<file path="config.mk">
export PLATFORM = sky130hd
export DESIGN_NAME = puf_meas_ctrl
export DESIGN_NICKNAME = d
export VERILOG_FILES = /design/src/rtl/puf_meas_ctrl.sv
export SDC_FILE = /design/constraint.sdc
export NUM_CORES = 1
export LEC_CHECK = 0
export ABC_AREA = 0
export BUFFER_PORTS_ARGS = -buffer_cell sky130_fd_sc_hd__buf_2
export CAP_MARGIN = 20
export CORE_AREA = 5 5 82 121
export DETAILED_ROUTE_END_ITERATION = 8
export DIE_AREA = 0 0 87 126
export GPL_TIMING_DRIVEN = 0
export PLACE_DENSITY = 0.58
export SKIP_CTS_REPAIR_TIMING = 1
export SLEW_MARGIN = 30
export SYNTH_ARGS = -nofsm -noshare
export SYNTH_HDL_FRONTEND = slang
export SYNTH_SLANG_ARGS = --single-unit
export TNS_END_PERCENT = 1
</file>
<file path="constraint.sdc">
create_clock -name clk -period 5.97 [get_ports clk]
set_input_delay 0.597 -clock clk [delete_from_list [all_inputs] [get_ports clk]]
set_output_delay 0.597 -clock clk [all_outputs]
set_load 0.02 [all_outputs]
</file>
<file path="src/rtl/puf_meas_ctrl.sv">
// puf_meas_ctrl: measurement sequencer for the ring-oscillator PUF datapath.
// For each of NBITS challenge bits it clears both bank counters, enables the
// oscillators for a programmable window, waits for the ripple counters to
// settle, then compares the two counts and stores one response bit.
//
// Ports:
//   clk, rst        system clock, synchronous active-high reset
//   start, abort    begin a run (sampled in IDLE) / cancel a run in progress
//   chal            challenge seed: [SEL_W-1:0] base A, [2*SEL_W-1:SEL_W] base B
//   win_len         oscillation window in clk cycles (0 treated as 1)
//   cnt_a, cnt_b    bank counter values
//   osc_en, cnt_clr oscillator enable / counter clear to both banks
//   sel_a, sel_b    bank oscillator selects
//   busy, done      run in progress / one-cycle run-complete pulse
//   response, tie   response word / sticky equal-count flag for the last run
module puf_meas_ctrl #(
  parameter int unsigned NBITS      = 8,
  parameter int unsigned SEL_W      = 3,
  parameter int unsigned CNT_W      = 8,
  parameter int unsigned WIN_W      = 16,
  parameter int unsigned SETTLE_CYC = 4
) (
  input  logic               clk,
  input  logic               rst,
  input  logic               start,
  input  logic               abort,
  input  logic [2*SEL_W-1:0] chal,
  input  logic [WIN_W-1:0]   win_len,
  input  logic [CNT_W-1:0]   cnt_a,
  input  logic [CNT_W-1:0]   cnt_b,
  output logic               osc_en,
  output logic               cnt_clr,
  output logic [SEL_W-1:0]   sel_a,
  output logic [SEL_W-1:0]   sel_b,
  output logic               busy,
  output logic               done,
  output logic [NBITS-1:0]   response,
  output logic               tie
);

  localparam int unsigned KW = (NBITS > 1) ? $clog2(NBITS) : 1;
  localparam logic [WIN_W-1:0] SettleLd = WIN_W'(SETTLE_CYC);
  localparam logic [KW-1:0]    KLast    = KW'(NBITS - 1);

  typedef enum logic [2:0] {StIdle, StClear, StRun, StSettle, StCompare, StDone} state_e;

  state_e               state_q, state_d;
  logic [KW-1:0]        k_q, k_d;
  logic [2*SEL_W-1:0]   chal_q, chal_d;
  logic [WIN_W-1:0]     win_q, win_d;
  logic [WIN_W-1:0]     tmr_q, tmr_d;
  logic                 osc_en_q, osc_en_d;
  logic                 cnt_clr_q, cnt_clr_d;
  logic [SEL_W-1:0]     sel_a_q, sel_a_d;
  logic [SEL_W-1:0]     sel_b_q, sel_b_d;
  logic                 busy_q, busy_d;
  logic                 done_q, done_d;
  logic [NBITS-1:0]     response_q, response_d;
  logic                 tie_q, tie_d;

  // Select pair for bit k, returned as {sel_b, sel_a}. Bank B is nudged off
  // bank A when they collide so the two banks never measure the same ring.
  function automatic logic [2*SEL_W-1:0] sel_pair(input logic [2*SEL_W-1:0] c,
                                                  input logic [KW-1:0] k);
    logic [SEL_W-1:0] a, b;
    a = c[SEL_W-1:0] + SEL_W'(k);
    b = c[2*SEL_W-1:SEL_W] + SEL_W'(k);
    if (a == b) b = a + SEL_W'(1);
    return {b, a};
  endfunction

  always_comb begin
    state_d    = state_q;
    k_d        = k_q;
    chal_d     = chal_q;
    win_d      = win_q;
    tmr_d      = tmr_q;
    sel_a_d    = sel_a_q;
    sel_b_d    = sel_b_q;
    response_d = response_q;
    tie_d      = tie_q;

    unique case (state_q)
      StIdle: begin
        if (start) begin
          chal_d               = chal;
          win_d                = (win_len == '0) ? WIN_W'(1) : win_len;
          k_d                  = '0;
          response_d           = '0;
          tie_d                = 1'b0;
          {sel_b_d, sel_a_d}   = sel_pair(chal, '0);
          state_d              = StClear;
        end
      end
      StClear: begin
        tmr_d   = win_q;
        state_d = StRun;
      end
      StRun: begin
        if (tmr_q == WIN_W'(1)) begin
          tmr_d   = SettleLd;
          state_d = StSettle;
        end else begin
          tmr_d = tmr_q - WIN_W'(1);
        end
      end
      StSettle: begin
        if (tmr_q == WIN_W'(1)) begin
          state_d = StCompare;
        end else begin
          tmr_d = tmr_q - WIN_W'(1);
        end
      end
      StCompare: begin
        response_d[k_q] = (cnt_a > cnt_b);
        if (cnt_a == cnt_b) tie_d = 1'b1;
        if (k_q == KLast) begin
          state_d = StDone;
        end else begin
          k_d                = k_q + KW'(1);
          {sel_b_d, sel_a_d} = sel_pair(chal_q, k_q + KW'(1));
          state_d            = StClear;
        end
      end
      StDone: state_d = StIdle;
      default: state_d = StIdle;
    endcase

    // Abort wins over everything, including this cycle's COMPARE write.
    if (abort && (state_q != StIdle)) begin
      state_d    = StIdle;
      k_d        = k_q;
      sel_a_d    = sel_a_q;
      sel_b_d    = sel_b_q;
      response_d = response_q;
      tie_d      = tie_q;
    end

    // Outputs are decoded from the next state so they register glitch-free
    // and line up exactly with the state they describe.
    osc_en_d  = (state_d == StRun);
    cnt_clr_d = (state_d == StClear);
    busy_d    = (state_d != StIdle);
    done_d    = (state_d == StDone);
  end

  always_ff @(posedge clk) begin
    if (rst) begin
      state_q    <= StIdle;
      k_q        <= '0;
      chal_q     <= '0;
      win_q      <= '0;
      tmr_q      <= '0;
      osc_en_q   <= 1'b0;
      cnt_clr_q  <= 1'b0;
      sel_a_q    <= '0;
      sel_b_q    <= '0;
      busy_q     <= 1'b0;
      done_q     <= 1'b0;
      response_q <= '0;
      tie_q      <= 1'b0;
    end else begin
      state_q    <= state_d;
      k_q        <= k_d;
      chal_q     <= chal_d;
      win_q      <= win_d;
      tmr_q      <= tmr_d;
      osc_en_q   <= osc_en_d;
      cnt_clr_q  <= cnt_clr_d;
      sel_a_q    <= sel_a_d;
      sel_b_q    <= sel_b_d;
      busy_q     <= busy_d;
      done_q     <= done_d;
      response_q <= response_d;
      tie_q      <= tie_d;
    end
  end

  assign osc_en   = osc_en_q;
  assign cnt_clr  = cnt_clr_q;
  assign sel_a    = sel_a_q;
  assign sel_b    = sel_b_q;
  assign busy     = busy_q;
  assign done     = done_q;
  assign response = response_q;
  assign tie      = tie_q;

endmodule

</file>
**Word level (Yosys, flattened, before mapping)**

Index checks and enable logic that the tools add are counted.

- Flip-flop bits (word level): 63
- Bits of input ports: 42
- Output and inout port bits: 19
- Logic and storage cells: 81

- Add/sub/neg operators: 6
- $lt $le $gt $ge: 3
- Equality and inequality tests: 16
- Mux-type cells: 29
- Bitwise logic cells: 1
- Reduce and logical (&&, ||, !) cells: 13

Operator list:

| kind | count |
|---|---|
| 16-bit 2-to-1 mux | 3 |
| 16-bit case mux with 3 select lines | 1 |
| 3-bit 2-to-1 mux | 13 |
| 3-bit case mux with 2 select lines | 3 |
| 16-bit by 1-bit equality test with 1-bit output (second input constant) | 1 |
| 16-bit zero test | 1 |
| 8-bit case mux with 2 select lines | 1 |
| 16-bit by 1-bit subtractor with 16-bit output (second input constant) | 1 |
| 3-bit case mux with 5 select lines | 1 |
| 3-bit by 1-bit adder with 3-bit output (second input constant) | 3 |
| 3-bit by 2-bit equality test with 1-bit output (second input constant) | 3 |
| 3-bit equality test (second input constant) | 3 |
| 3-bit nonzero test | 3 |
| 8-bit bitwise mux | 1 |
| 8-bit equality test | 1 |
| 8-bit > comparator | 1 |
| 8-bit 2-to-1 mux | 1 |
| 2-bit != test (second input constant) | 4 |
| 4-bit AND reduction | 2 |
| 3-bit adder | 2 |
| 3-bit by 1-bit equality test with 1-bit output (second input constant) | 2 |
| 3-bit equality test | 2 |
| 3-bit by 4-bit < comparator with 1-bit output (second input constant) | 1 |
| 2-bit AND reduction | 2 |
| other kinds (9) | 12 |

**Longest topological paths before layout**

Gate-level depths: netlist (run 1).

- Depth in word-level cells: 6
- Depth in mapped cells: 9
- Depth with buffers taken out: 8

**Worst setup path after synthesis (run 1)**

No wires, ideal clock.

- Kind: reg-to-reg
- From: reg k_q[0]
- To: reg sel_b_q[2] (netlist: sel_b[2])
- Data arrival time: 2,265 ps
- Setup slack: 3,635 ps
- Cell stages (with the launch flop): 10
- Buffers on the path: 1
- Path through: dfxtp_1 clkbuf_1 inv_1 ha_1 fa_1 xnor2_1 and4_1 nor3_1 a211o_1 a21oi_1

- Longest elaborated chain between the ends: 6

Ends and longest elaborated chain:

| item | line | source |
|---|---|---|
| start: declaration | 48 | `logic [KW-1:0] k_q, k_d;` |
| start signal: assignment | 164 | `k_q <= k_d;` |
| 3-bit by 1-bit adder with 3-bit output | 121 | `{sel_b_d, sel_a_d} = sel_pair(chal_q, k_q + KW'(1));` |
| 3-bit adder (on tied branches) | 66, 67 |  |
| 3-bit by 1-bit adder with 3-bit output or 3-bit equality test (tied branches) | 68 | `if (a == b) b = a + SEL_W'(1);` |
| 3-bit 2-to-1 mux | 68 |  |
| 3-bit 2-to-1 mux | 117 | `if (k_q == KLast) begin` |
| 3-bit case mux with 2 select lines | 83 | `unique case (state_q)` |
| end signal: assignment | 171 | `sel_b_q <= sel_b_d;` |
| end: declaration | 55 | `logic [SEL_W-1:0] sel_b_q, sel_b_d;` |

Several ways; a longest one is shown, not always the timed one. The select of a mux whose other input is x is not followed.
A chain may end at the register's enable or synchronous reset.

**Worst setup path after layout (run 1)**

Same ends and word-level chain as after synthesis.

==> results of run 1 <==
==> cell type report <==
type	count	area share (%)
Buffer	21	2.47
Clock buffer	9	5.42
Clock inverter	7	2.53
Inverter	27	2.44
Multi-Input combinational cell	281	46.5
Sequential cell	63	30.3
Tap cell	110	3.31
Timing Repair Buffer	58	6.98
==> registers in the layout, summed over array words and instances, names as in the netlist <==
name      count
tie           1
cnt_clr       1
sel_a         3
busy          1
response      8
osc_en        1
tmr_q        16
k_q           3
done          1
state_q       3
win_q        16
sel_b         3
chal_q        6
==> path summary, 6_finish.rpt <==
path                                           from  slack, ns                    end
worst max-delay path            k_q[0]$_SDFFE_PP0P_       3.30  sel_b[2]$_SDFFE_PP0P_
worst min-delay path               tie$_SDFFE_PP0P_       0.45       tie$_SDFFE_PP0P_
worst max register to register  k_q[0]$_SDFFE_PP0P_       3.30  sel_b[2]$_SDFFE_PP0P_
worst min register to register     tie$_SDFFE_PP0P_       0.45       tie$_SDFFE_PP0P_
==> power groups by stage <==
stage / Clock, mW / Combinational (mW) / Sequential [mW]
floorplan: 0 / 0.140 / 0.469
global placement: 0 / 0.201 / 0.469
detailed placement: 0 / 0.205 / 0.469
CTS: 0.588 / 0.206 / 0.460
global route: 0.611 / 0.227 / 0.463
finish: 0.579 / 0.206 / 0.461
==> stage by stage <==
| step | area, um^2 | hold slack, ns | setup WS (ns) | std cells |
|---|---|---|---|---|
| CTS | 4160 | 0.448 | 3.29 | 576 |
| floorplan | 3400 | 0.437 | 3.63 | 392 |
| detailed placement | 3830 | 0.436 | 3.29 | 560 |
| global route | 4160 | 0.482 | 3.08 | 576 |
| finish | 4160 | 0.447 | 3.30 | 576 |
| global placement | 3830 | 0.438 | 3.34 | 560 |
==> logic make-up (layout without fill, tap and decap cells) <==
logic type	Yosys count	after routing	synth area share, %
compound gates	116	116	25.4
buf+inv	48	122	6.00
simple gates	134	134	20.1
flops	63	63	37.1
xor+xnor	10	10	3.39
mux	3	3	0.920
fa+ha+maj	18	18	7.07
==> metal layers <==
| layer | vias up | global-route usage (%) |
|---|---|---|
| li1 | 1594 | - |
| met5 | - | 0 |
| met4 | 0 | 6.15 |
| met3 | 10 | 4.05 |
| met2 | 69 | 33.6 |
| met1 | 1523 | 19.9 |
==> worst reg2reg max path: cells and delay by family (launching register included) <==
kind            cells  cell delay [ns]
xor+xnor            1             0.33
flops               1             0.34
simple gates        2             0.30
fa+ha+maj           2             0.77
buf+inv             2             0.49
compound gates      2             0.40
==> cell usage in the layout (no fill, tap or decap), types with 6 or more instances in the layout <==
master / instances
sky130_fd_sc_hd__buf_2: 64
sky130_fd_sc_hd__dfxtp_1: 63
sky130_fd_sc_hd__nand2_1: 44
sky130_fd_sc_hd__nor2_1: 37
sky130_fd_sc_hd__inv_1: 27
sky130_fd_sc_hd__a21oi_1: 26
sky130_fd_sc_hd__ha_1: 16
sky130_fd_sc_hd__a22o_1: 14
sky130_fd_sc_hd__o21ai_0: 13
sky130_fd_sc_hd__a22oi_1: 12
sky130_fd_sc_hd__nand3_1: 11
sky130_fd_sc_hd__clkbuf_1: 10
sky130_fd_sc_hd__clkbuf_16: 9
sky130_fd_sc_hd__nor4_1: 8
sky130_fd_sc_hd__o32ai_1: 8
sky130_fd_sc_hd__xnor2_1: 8
sky130_fd_sc_hd__nor3_1: 6
sky130_fd_sc_hd__o211ai_1: 6
==> cells in the mapped netlist, types with 3 or more instances <==
| cell | number |
|---|---|
| sky130_fd_sc_hd__a211oi_1 | 4 |
| sky130_fd_sc_hd__a21o_1 | 3 |
| sky130_fd_sc_hd__a21oi_1 | 26 |
| sky130_fd_sc_hd__a221oi_1 | 4 |
| sky130_fd_sc_hd__a22o_1 | 14 |
| sky130_fd_sc_hd__a22oi_1 | 12 |
| sky130_fd_sc_hd__a2bb2oi_1 | 3 |
| sky130_fd_sc_hd__a32o_1 | 4 |
| sky130_fd_sc_hd__and3_1 | 3 |
| sky130_fd_sc_hd__and4_1 | 3 |
| sky130_fd_sc_hd__buf_2 | 6 |
| sky130_fd_sc_hd__clkbuf_1 | 10 |
| sky130_fd_sc_hd__dfxtp_1 | 63 |
| sky130_fd_sc_hd__ha_1 | 16 |
| sky130_fd_sc_hd__inv_1 | 27 |
| sky130_fd_sc_hd__nand2_1 | 44 |
| sky130_fd_sc_hd__nand3_1 | 11 |
| sky130_fd_sc_hd__nand4_1 | 4 |
| sky130_fd_sc_hd__nor2_1 | 37 |
| sky130_fd_sc_hd__nor2b_1 | 4 |
| sky130_fd_sc_hd__nor3_1 | 6 |
| sky130_fd_sc_hd__nor4_1 | 8 |
| sky130_fd_sc_hd__nor4b_1 | 3 |
| sky130_fd_sc_hd__o211ai_1 | 6 |
| sky130_fd_sc_hd__o21ai_0 | 13 |
| sky130_fd_sc_hd__o32ai_1 | 8 |
| sky130_fd_sc_hd__xnor2_1 | 8 |
==> results, run 1 <==
- The flow ran to the end, and the final reports show no timing, DRC or antenna violations.
- The total grt overflow is 0.
- The first global-routing pass estimated 15800 um of wire.
- After detailed routing, the number of remaining DRC violations is 0.
- Setup repair after global routing left no endpoint under its margin.
- The initial antenna violation count is 0.
- The final hold violation count is 0.
- Sequential cells account for 37.0% of the total power.
- The largest net degree at the start of global routing is 14.
- At the end of the flow the core is filled with cells to between 40 and 50%.
- The clock network is responsible for a little under half of the overall power.
- The number of port buffers is 58.
- The worst clock skew is 0.00898 ns.
- The number of DRC markers in iteration 0 is 114.
- In the final routed layout, each cell accounts on average for between 15 and 20 um.
- The number of setup violations in the final report is 0.
- The CTS sink count is 63.
- The actual slew at the worst max-slew pin is 0.956 ns.
- The footprint of the multi-input gates is between 0.0015 and 0.002 mm^2.
- Yosys printed 0 warnings.
- The final critical path time including I/O delays and setup is 2.67 ns.
- The type of the worst setup path is register to register.
- The sequential share of the synthesized area is 37.1%.
- STA classifies the critical path startpoint as a register.
- Summed over all instances, the cell type with the most area after synthesis is sky130_fd_sc_hd__dfxtp_1.
- The switching power of the nets is between 300 and 400 uW.
- The root buffer cell is sky130_fd_sc_hd__clkbuf_16.
- The I/O pin count is 61.
- The switching portion of total power is 27.9%.
- After synthesis, the cell types taking the most area are sky130_fd_sc_hd__dfxtp_1, sky130_fd_sc_hd__ha_1, sky130_fd_sc_hd__nand2_1, sky130_fd_sc_hd__nor2_1, sky130_fd_sc_hd__a21oi_1.
- The routed wire length on met3 is 373 um.
- The ratio of cells with drive above 1 in the final layout is 20.6%.
- Summed over all layers, the routed wires come to just under 10000 um.
- IR analysis of the VDD net gives a maximum drop of 0.000178 V.
- The count of nets left with antenna violations once routing finished came out at 0.
- The x dimension of the die is 87 um.
- The critical path contains buffers and inverters numbering 2 combined.
- The data required time of the worst path is 6.23 ns.
- In the detailed route, the total length drawn on met2 is 5160 um.
- The total number of H-tree levels is 3.
- The post-synth net total is 452.
- For this block, the via count after detailed routing is 3196.
- The number of cells on the worst reg-to-reg path is 9.
- The standard cell core area is between 0.008 and 0.009 mm^2.
- After the last flow step, the layout net total stands at ~520.
- The internal portion of total power is between 800 and 900 uW.
- The final-layout setup total negative slack is 0 ns.
- In this run, CTS created clock tree buffers numbering 9.
- The area of the die is ~0.011 mm^2.
- The worst hold path cell count is 2.
- The number of different library cells in the post-synthesis netlist is around 60.
- The detailed-route wire length on metal 1 is 3930 um.
- Max-cap violations in this run came to 0.
- The number of cells produced by synthesis is 392.
- The class of the most critical hold timing path is register to register.
- The peak fanout along the critical path is 9.
- The via density per instance is 5.55.
- The worst slew margin relative to its limit is 36.1%.
- The number of antenna diodes is 0.
- Data on the critical path arrives at its endpoint at slightly below 3 ns.
- The clock reaches the later pin of the worst-skew pair after ~0.33 ns.
- The number of fill cells in the layout is slightly below 900.
- Each instance of the synthesized netlist takes up on average 8.67 um^2.
- On the critical path, the stage with the largest delay is an instance of sky130_fd_sc_hd__fa_1.
- The floorplan step set the die height to 126 um.
- The type of element capturing the critical path is a register.
- The final clock period utilization by the worst path is 44.8%.
- The HPWL after detailed placement is between 7000 and 8000 um.
- The static power due to leakage is around 1.8 nW.
- Power spread over the standard cell area amounts to between 200 and 300 mW/mm^2.
- The top cell family by delay on the critical path is adder cells.
- Row generation in the floorplan step produced 42 rows.
- Summing internal, switching and leakage power gives 1.25 mW.
- The peak per-stage delay on the critical path is 0.52 ns.
- The synthesized design contains 63 register bits.
- The synthesized design contains 0 enable-type register cells.
- The final max-slew violation count is 0.
- The combined flip-flop and latch cell area is 0.00126 mm^2.
- Summed over its instances, the top area cell type makes up 37.1% of the synthesized netlist area.
- The effective utilization at floorplan is 38.7%.
- The first TritonRoute pass finished after 4 iterations.
- The TritonCTS clock tree is yes.
- The clock-pin slew on the worst setup and hold paths is 0.06 ns.
- The area added between synthesis and finish is 22.3%.
- The via count of the first global-routing pass came to 3268.
- Among all flip-flop cells after synthesis, the most frequent one is sky130_fd_sc_hd__dfxtp_1.
- Walking the worst path, the cells encountered are clkbuf_1 -> inv_1 -> ha_1 -> fa_1 -> xnor2_1 -> and4_1 -> nor3_1 -> a211o_1 -> a21oi_1.
- Derived from the worst setup path, the maximum achievable clock frequency is between 300 and 400 MHz.
- The maximum buffer depth of the clock tree is 2.
- The highest metal layer carrying signal wires in the routed design is met4.
- The combinational share of power is 16.5%.
- Counting buffers and inverters, the worst setup path is 9 cells deep.
- The overall track demand over capacity in global routing is 18.2%.
- Routability-driven placement finished with a final weighted congestion of 0.865.
- The synthesized netlist occupies a cell area of 0.00340 mm^2.
- Counting flops with an async set or reset pin after synthesis yields a share of 0%.
Note: power is estimated with default switching activity, not from simulation.
==> run 2, diff against run 1 <==
--- a/config.mk
+++ b/config.mk
@@ -5,14 +5,14 @@
 export SDC_FILE = /design/constraint.sdc
 export NUM_CORES = 1
 export LEC_CHECK = 0
-export ABC_AREA = 0
+export ABC_AREA = 1
 export BUFFER_PORTS_ARGS = -buffer_cell sky130_fd_sc_hd__buf_2
 export CAP_MARGIN = 20
-export CORE_AREA = 5 5 82 121
+export CORE_AREA = 5 5 85 126
 export DETAILED_ROUTE_END_ITERATION = 8
-export DIE_AREA = 0 0 87 126
+export DIE_AREA = 0 0 90 131
 export GPL_TIMING_DRIVEN = 0
-export PLACE_DENSITY = 0.58
+export PLACE_DENSITY = 0.6
 export SKIP_CTS_REPAIR_TIMING = 1
 export SLEW_MARGIN = 30
 export SYNTH_ARGS = -nofsm -noshare
==> constraint.sdc (replaced) <==
create_clock -name clk -period 2.21 [get_ports clk]
set_input_delay 0.221 -clock clk [delete_from_list [all_inputs] [get_ports clk]]
set_output_delay 0.221 -clock clk [all_outputs]
set_load 0.02 [all_outputs]
==> results, run 2 <==
- For this run, the total global-route usage over all layers was measured as 17.4%.
- The worst setup path is launched from a register.
- The final hold violation count came to 0.
- The mean routed wirelength per cell is 13.7 um.
- The average size of a mapped cell is 6.85 um^2.
- The worst clock skew is 0.00730 ns.
- After detailed routing, the number of vias per cell comes to about 5.0.
- The effective utilization at floorplan is 38.8%.
- The internal portion of the total power is roughly 2.4 mW.
- The class of the most critical hold timing path is primary input to register.
- The clock network burns 38.1% of the power.
- The detail route stage leaves a number of antenna-violating nets equal to 0.
- At the later pin of the worst-skew pair, clock insertion delay measures 0.34 ns.
- The total number of H-tree levels is 3.
- The cell type contributing the most total cell area after synthesis is sky130_fd_sc_hd__dfxtp_1.
- The detailed router finished its first iteration with 146 violations.
- No sink is reached through more buffers than the 2 on the longest clock path.
- The adder-cell area share of the yosys netlist is 6.50%.
- Subtracting the final worst setup slack from the clock period gives 2.05 ns.
- The net count of the finished layout is between 600 and 700.
- The first global-routing pass estimated 16500 um of wire.
- After synthesis, the largest family of logic cells by area is simple AND/OR/NAND/NOR gates.
- The run finished with clean final reports.
- The actual slew at the worst max-slew pin is 0.594 ns.
- The total iterations of the first detailed-routing run is 4.
- The clock net in this run drives a total of 63 sinks.
- The most common cell in the synthesized netlist is sky130_fd_sc_hd__nand2_1.
- Of all nets on the critical path, the largest fanout is 7.
- The static power due to leakage is ~2.2 nW.
- The area of the mapped netlist is around 0.0037 mm^2.
- The root buffer cell is sky130_fd_sc_hd__clkbuf_16.
- Adding up every negative setup slack in the final design gives 0 ns.
- The initial antenna violation count was 0.
- The final max-slew violation count is 0.
- The complex-gate fraction of the synthesized area is 15.7%.
- The area of the die is approximately 0.012 mm^2.
- Derived from the worst setup path, the maximum achievable clock frequency is 488 MHz.
- The fraction of power consumed by sequential logic is 37.1%.
- The area added between synthesis and finish is 19.9%.
- The share of synthesized area spent on multiplexers is 0%.
- The fraction of the mapped netlist area in simple logic gates is 30.4%.
- During synthesis, Yosys emitted a total of 0 warnings.
- Sorting the synthesized cells by area gives the leading types as sky130_fd_sc_hd__dfxtp_1, sky130_fd_sc_hd__nand2_1, sky130_fd_sc_hd__nor2_1, sky130_fd_sc_hd__inv_1, sky130_fd_sc_hd__ha_1.
- Setup violations remaining at the end of the flow were counted as 0.
- At the worst endpoint, the required time is between 2 and 2.5 ns.
- The setup slack after placement is -0.0515 ns.
- At the end of the flow the core is filled with cells to around 46%.
- The library cells used most frequently in the layout, excluding fill and tap cells, are sky130_fd_sc_hd__nand2_1, sky130_fd_sc_hd__nor2_1, sky130_fd_sc_hd__inv_1.
- The worst slew margin relative to its limit is 60.1%.
- The type of element capturing the critical path is a register.
- Synthesis produced a netlist with a net count of between 500 and 600.
- In the routed design, unresolved DRC markers number 0.
- The power density over cell area is 785 mW/mm^2.
- Setup slack on the critical path of the routed design comes to 0.159 ns.
- Max-cap violations in this run came to 0.
- The I/O pin count is 61.
- The global placement routability congestion is 0.830.
- In the final layout, the share of cells above drive strength 1 is 19.0%.
- The number of different library cells in the post-synthesis netlist is 39.
- The proportion of register bits with asynchronous set or reset after synthesis is 0%.
- The data arrival time at the worst-slack endpoint is 2.31 ns.
- The via count of the first global-routing pass was 3652.
- Dividing the final minimum period by the clock period gives 92.8%.
- The leading register cell type out of synthesis is sky130_fd_sc_hd__dfxtp_1.
- The x dimension of the die is 90 um.
- The TritonCTS clock tree is yes.
- Across the VDD grid, the largest voltage drop is 0.000415 V.
- The detailed-route via count is between 3000 and 4000.
- The repair_antennas step left the layout with diodes totalling 0.
- The count of state elements after synthesis is 63.
- By count the netlist is led by sky130_fd_sc_hd__nand2_1, sky130_fd_sc_hd__nor2_1, sky130_fd_sc_hd__inv_1.
- The combinational share of power is 24.9%.
- The switching power of the nets is 1.11 mW.
- Summed over all layers, the global routing overflow is 0.
- The parity-gate share of the synthesized area counting xor and xnor cells is 3.08%.
- The number of port buffers is 59.
- The floorplan step defined a core boundary enclosing 0.00952 mm^2.
- Net switching is 32.0% of the power.
- Summed over all layers, the routed wires come to 9960 um.
- The number of clock buffers added by TritonCTS is 9.
- The sequential share of the synthesized area is 34.1%.
- The critical path is of the register to register type.
- Entering global routing, the biggest net connects 11 pins.
- The count of flip-flops with a built-in enable after synthesis is 0.
- Power comes to 3.47 mW.
- After legalization and detailed placement, the total HPWL measured 8010 um.
- After floorplanning, the core was divided into 44 placement rows.
- Leaving out fill and tap cells, the most frequent cell in the layout is sky130_fd_sc_hd__nand2_1.
- Synthesis produced around 540 cells.
- The share of synthesized area in the top cell type comes to 34.1%.
- The die extent in y is 131 um.
- After clock tree synthesis, the clock-pin slew on the worst setup and hold paths is 0.05 ns.
-- run 2: worst paths after layout --
kind | start | endpoint | slack (ns) | depth (start not counted)
worst min-delay path | win_len[3] | win_q[3]$_SDFFE_PP0P_ | 0.12 | 3
worst min register to register | tie$_SDFFE_PP0P_ | tie$_SDFFE_PP0P_ | 0.47 | 2
worst max register to register | k_q[0]$_SDFFE_PP0P_ | sel_b[1]$_SDFFE_PP0P_ | 0.16 | 11
worst max-delay path | k_q[0]$_SDFFE_PP0P_ | sel_b[1]$_SDFFE_PP0P_ | 0.16 | 11
-- run 2: kinds of logic after synthesis --
group	after synthesis
and+or+nand+nor	246
AOI/OAI and AO/OA	107
buffers and inverters	92
xor gates and xnor gates	13
DFF	63
adders and majority gates	18
-- run 2: critical path: stages (launching register included) --
cell	delay, ns
sky130_fd_sc_hd__dfxtp_4	0.37
sky130_fd_sc_hd__inv_2	0.08
sky130_fd_sc_hd__ha_2	0.20
sky130_fd_sc_hd__fa_1	0.59
sky130_fd_sc_hd__inv_1	0.06
sky130_fd_sc_hd__nand2_1	0.07
sky130_fd_sc_hd__nand2_2	0.08
sky130_fd_sc_hd__nor2_4	0.12
sky130_fd_sc_hd__nand3_1	0.10
sky130_fd_sc_hd__nand2_1	0.07
sky130_fd_sc_hd__nand3_1	0.07
sky130_fd_sc_hd__a21oi_1	0.15
-- run 2: cell type report --
class / instances / area, um^2
plain buffers: 13 / 81.3
flip-flops and latches: 63 / 1270
fillers: 1031 / 5100
inverters: 79 / 298
clock buffers: 12 / 267
multi-input cells: 384 / 2070
clock inverters: 1 / 5.00
well taps: 115 / 144
repair buffers: 59 / 295
-- run 2: power by group through the flow --
| stage | Clock, mW | Sequential (mW) | Combinational (mW) |
|---|---|---|---|
| after CTS | 1.33 | 1.29 | 0.851 |
| after floorplan | 0 | 1.32 | 0.608 |
| after detailed placement | 0 | 1.31 | 0.846 |
| after global routing | 1.38 | 1.30 | 0.993 |
| final | 1.32 | 1.29 | 0.864 |
| after global placement | 0 | 1.31 | 0.831 |
-- run 2: through the flow --
step                      hold WS, ns  instance area (um^2)  instances
final                           0.120                  4430        726
after global placement          0.446                  4130        713
after detailed placement        0.460                  4130        713
after global routing            0.156                  4430        726
after CTS                       0.122                  4400        726
after floorplan                 0.334                  3690        539
-- run 2: layer usage --
layer / up-vias / share of wire, % / global-route usage [%] / wire length (um)
li1: 1886 / - / - / -
met2: 56 / 56 / 34.5 / 5620
met4: 0 / 3.1 / 9.20 / 305
met3: 23 / 3.0 / 3.26 / 297
met1: 1661 / 38 / 16.8 / 3740
met5: - / 0 / 0 / 0
